### config.mk
export PLATFORM = sky130hd
export DESIGN_NAME = osu_sc_elastic_buf
export DESIGN_NICKNAME = d
export VERILOG_FILES = /design/src/rtl/osu_sc_elbuf_pkg.sv /design/src/rtl/osu_sc_elbuf_ptr.sv /design/src/rtl/osu_sc_elastic_buf.sv
export SDC_FILE = /design/constraint.sdc
export NUM_CORES = 1
export LEC_CHECK = 0
export BUFFER_PORTS_ARGS = -buffer_cell sky130_fd_sc_hd__clkbuf_2
export CAP_MARGIN = 20
export CORE_MARGIN = 10
export CORE_UTILIZATION = 51
export DETAILED_ROUTE_END_ITERATION = 12
export PLACE_DENSITY_LB_ADDON = 0.12
export SLEW_MARGIN = 0
export SYNTH_ARGS = -nofsm -noshare
export SYNTH_HDL_FRONTEND = slang
export SYNTH_SLANG_ARGS = --single-unit
### constraint.sdc
create_clock -name CLK -period 1.3 [get_ports CLK]
set_input_delay 0.26 -clock CLK [delete_from_list [all_inputs] [get_ports CLK]]
set_output_delay 0.26 -clock CLK [all_outputs]
set_load 0.03 [all_outputs]
### src/rtl/osu_sc_elbuf_pkg.sv
// osu_sc_elbuf_pkg: sizing and pointer helpers shared by the elastic buffer and its pointer cells.
package osu_sc_elbuf_pkg;

    function automatic int clog2_safe(input int n);
        return (n <= 2) ? 1 : $clog2(n);
    endfunction

    // Pointer width rule: enough bits to index DEPTH entries, never zero bits.
    localparam int ELBUF_DEPTH_DEF = 2;
    localparam int ELBUF_PTR_W_DEF = clog2_safe(ELBUF_DEPTH_DEF);

    function automatic int ptr_inc(input int ptr, input int depth);
        return (ptr == depth - 1) ? 0 : ptr + 1;
    endfunction

endpackage

### src/rtl/osu_sc_elbuf_ptr.sv
// osu_sc_elbuf_ptr: wrapping pointer register, wraps DEPTH-1 -> 0 for any DEPTH.
module osu_sc_elbuf_ptr
    import osu_sc_elbuf_pkg::*;
#(
    parameter int DEPTH = ELBUF_DEPTH_DEF,
    parameter int PTR_W = clog2_safe(DEPTH)
) (
    input  logic             clk_i,
    input  logic             rst_ni,
    input  logic             inc_i,
    output logic [PTR_W-1:0] ptr_o
);

    logic [PTR_W-1:0] ptr_q, ptr_d;

    always_comb ptr_d = inc_i ? PTR_W'(ptr_inc(int'(ptr_q), DEPTH)) : ptr_q;

    always_ff @(posedge clk_i or negedge rst_ni) begin
        if (!rst_ni) ptr_q <= '0;
        else         ptr_q <= ptr_d;
    end

    assign ptr_o = ptr_q;

endmodule

### src/rtl/osu_sc_elastic_buf.sv
// osu_sc_elastic_buf: DEPTH-entry valid/ready elastic buffer, full throughput, registered handshakes.
// Define OSU_SC_ELBUF_LVL_EN to expose the occupancy count on port LVL.
module osu_sc_elastic_buf
    import osu_sc_elbuf_pkg::*;
#(
    parameter int WIDTH = 8,
    parameter int DEPTH = ELBUF_DEPTH_DEF
) (
    input  logic             CLK,
    input  logic             RN,
    input  logic [WIDTH-1:0] A,
    input  logic             A_VLD,
    output logic             A_RDY,
    output logic [WIDTH-1:0] Y,
    output logic             Y_VLD,
    input  logic             Y_RDY
`ifdef OSU_SC_ELBUF_LVL_EN
   ,output logic [clog2_safe(DEPTH+1)-1:0] LVL
`endif
);

    localparam int PTR_W = clog2_safe(DEPTH);
    localparam int CNT_W = clog2_safe(DEPTH + 1);

    logic [WIDTH-1:0] mem_q [DEPTH];
    logic [PTR_W-1:0] wr_ptr, rd_ptr;
    logic [CNT_W-1:0] count_q, count_d;
    logic             rdy_q, vld_q, push, pop;

    assign push = A_VLD & rdy_q;
    assign pop  = vld_q & Y_RDY;

    always_comb count_d = (push == pop) ? count_q : (push ? count_q + 1'b1 : count_q - 1'b1);

    // Ready and valid are derived from next-state count so both stay pure registers.
    always_ff @(posedge CLK or negedge RN) begin
        if (!RN) begin
            count_q <= '0;
            rdy_q   <= 1'b0;
            vld_q   <= 1'b0;
        end else begin
            count_q <= count_d;
            rdy_q   <= count_d < CNT_W'(DEPTH);
            vld_q   <= count_d != '0;
        end
    end

    always_ff @(posedge CLK) begin
        if (push) mem_q[wr_ptr] <= A;
    end

    osu_sc_elbuf_ptr #(.DEPTH(DEPTH), .PTR_W(PTR_W)) u_wr_ptr (
        .clk_i (CLK),
        .rst_ni(RN),
        .inc_i (push),
        .ptr_o (wr_ptr)
    );

    osu_sc_elbuf_ptr #(.DEPTH(DEPTH), .PTR_W(PTR_W)) u_rd_ptr (
        .clk_i (CLK),
        .rst_ni(RN),
        .inc_i (pop),
        .ptr_o (rd_ptr)
    );

    assign A_RDY = rdy_q;
    assign Y_VLD = vld_q;
    assign Y     = vld_q ? mem_q[rd_ptr] : '0;

`ifdef OSU_SC_ELBUF_LVL_EN
    assign LVL = count_q;
`endif

endmodule

==> metrics.txt <==
static leakage 0.530 nW; Required @ worst endpoint 1.04 ns; Comb pwr share 0.547; Switching Share 0.372; number of cells on the critical path 4; CP Cell Sequence buf_4 -> mux2i_1 -> nor2b_2 -> clkbuf_8; MaxCap Viol Count 0; minimum clock period 1.58 ns; fin nets 104; Syn Nets 70; CP peak stage delay 0.45 ns; Starting Density 0.539; Crit Path Max Fanout 3; R2R depth 6; P&R area growth vs syn 38.2%; die outline area 0.00393 sq mm; Design Area, Final 0.00129 sq mm; DP HPWL 1.24 mm; failing checks setup timing; Critical Path End Type primary output; Synth Cell Area 931 sq um; initial antenna violation count 0; final std cells w/o fill 116; Fin. Hold Viols 0; die height 62.7 microns; post-route clock period utilization 1.21; final setup fails 13; Final ANT Viol Nets 0; DRT Pass-1 Iters 2; unrepaired setup endpoints after global routing yes; most frequent cells in the layout edfxtp_1 (16), clkbuf_2 (12), mux2i_1 (9), nor2b_2 (8), clkbuf_8 (8); critical path arrival 1.32 ns; Max IR drop VDD 0.00167 V; Post-DP Area 0.00108 sq mm; via count 572; sequential power share 0.354; syn_area_per_cell 16.0 sq um; root buffer cell clkbuf_4; vias in the first global route 619; TritonCTS clock tree built; worst reg2reg path endpoint A_RDY; critical path class reg -> out; Synth Instances 58; DRC 0; Detailed Route WL 1.80 mm; H-tree Lvls 1; first-pass GRT wire length 2.75 mm; Rows 15; CP bufs+invs 2; met2 WL 968 microns; overall global routing resource usage 0.0899; PD cells 2430 mW/mm^2; Setup TNS -2.35 ns; Top Layer Used met4; CP startpoint kind flop; Die X-Extent 62.7 microns; Inst Count DP 102; Clock Sinks 22; clk_skew 0.00244 ns; DRT iter0 DRCs 10; met3 wire length 91 microns; layout cells sized above 1 0.571; sequential area share after synthesis 0.677; clk_lat worst skew 0.31 ns; r2r setup slk -0.08 ns; Worst-Margin Slew 0.243 ns; # IOs 22; achievable frequency 0.634 GHz; largest net degree at the start of global routing 13; Unique masters post-synth 18; setup ws final -0.278 ns; grt ovf 0; Hold Crit Class in -> reg; Hold Slack 0.130 ns; Final Slew Violations 0; CP endpoint Y[2]; commonest non-fill, non-tap cell in the layout edfxtp_1; Clock power frac 0.099; Core ar. 0.00173 sq mm; Synth Register Bits 22; Psw 1.16 mW; status finished with violations; CP top delay family flip-flops; origin of the worst setup path u_rd_ptr.ptr_o; Slew HR 0.838; synth warn 0; CTS max path bufs 2; # port buffers 21; Num CTS Buffers 3; clock-pin slew of the registers on the worst-case setup and hold paths 0.11 ns; routed vias/inst 4.93; M1 wire length 707 microns; Avg WL per Cell 15.5 microns; R2R Path Start Y_VLD; ANT cells 0; CP max stage cell dfrtp_2; GP Congestion 0.744; Int Pwr 1.97 mW
-- cell usage after synthesis, drive strengths merged --
cell / count / area (sq um)
nor2: 3 / 13.8
and2: 1 / 6.26
xor2: 2 / 17.5
edfxtp: 16 / 480
mux2i: 10 / 113
and3b: 1 / 12.5
and3: 1 / 7.51
nor2b: 8 / 50.1
dfrtp: 6 / 150
nand2: 2 / 12.5
a21boi: 1 / 11.3
buf: 2 / 16.3
a2bb2oi: 1 / 8.76
xnor2: 3 / 26.3
a21oi: 1 / 5.00
-- final cells by class --
type | instances | area (sq um)
clock buffer | 3 | 22.5
clock inverter | 1 | 3.75
tap | 25 | 31.3
multi-input combinational | 34 | 318
fill | 114 | 440
sequential | 22 | 633
timing repair buffer | 31 | 278
-- state kept, by name, indices dropped and copies added (netlist names) --
register        count
A_RDY               1
Y_VLD               1
mem_q              16
count_q             2
u_wr_ptr.ptr_o      1
u_rd_ptr.ptr_o      1
-- power groups by stage --
| stage | sequential (mW) | clock [mW] | combinational [mW] |
|---|---|---|---|
| 2_1_floorplan | 1.12 | 0 | 0.949 |
| 3_3_place_gp | 1.18 | 0 | 1.13 |
| 3_5_place_dp | 1.19 | 0 | 1.15 |
| 4_1_cts | 1.11 | 0.320 | 1.53 |
| 5_1_grt | 1.13 | 0.348 | 1.81 |
| 6_report | 1.11 | 0.310 | 1.71 |
-- how the worst min path moves through the flow --
stage | from | to | slack [ns] | cells after the start
2_1_floorplan | RN | A_RDY | -0.04 | 0
3_3_place_gp | RN | count_q[0] | 0.1 | 1
3_5_place_dp | RN | count_q[0] | 0.1 | 1
4_1_cts | A[5] | mem_q[1][5] | 0.12 | 1
5_1_grt | A[3] | mem_q[0][3] | 0.12 | 1
6_report | A[5] | mem_q[0][5] | 0.13 | 1
-- routing by layer --
layer | global-route usage | up-vias
met5 | 0 | -
met4 | 0.0475 | 0
met3 | 0.0376 | 2
met2 | 0.162 | 13
met1 | 0.0845 | 280
li1 | - | 277
-- metrics by stage --
stage               power [mW]  setup slack (ns)   util
global placement          2.30           -0.0825  0.625
detailed placement        2.34           -0.0928  0.625
CTS                       2.96            -0.279  0.707
global route              3.29            -0.343  0.745
finish                    3.13            -0.278  0.745
floorplan                 2.07            0.0281      -
-- logic make-up (layout without fill, tap and decap cells) --
group | after synthesis | after routing | share of synthesized area
DFF | 22 | 22 | 0.677
and+or+nand+nor | 16 | 16 | 0.110
AOI/OAI and AO/OA | 3 | 3 | 0.0269
muxes | 10 | 10 | 0.121
xor gates and xnor gates | 5 | 5 | 0.0471
buffers and inverters | 2 | 35 | 0.0175
-- repair_timing --
item                       CTS  global route
gates resized for setup     20            11
hold endpoints to repair     6             0
setup endpoints to repair    9             9
pin swaps                    0             0
hold buffers                 1             0
gates cloned                 0             0
buffers inserted             4             5
(Power assumes the default switching activity.)
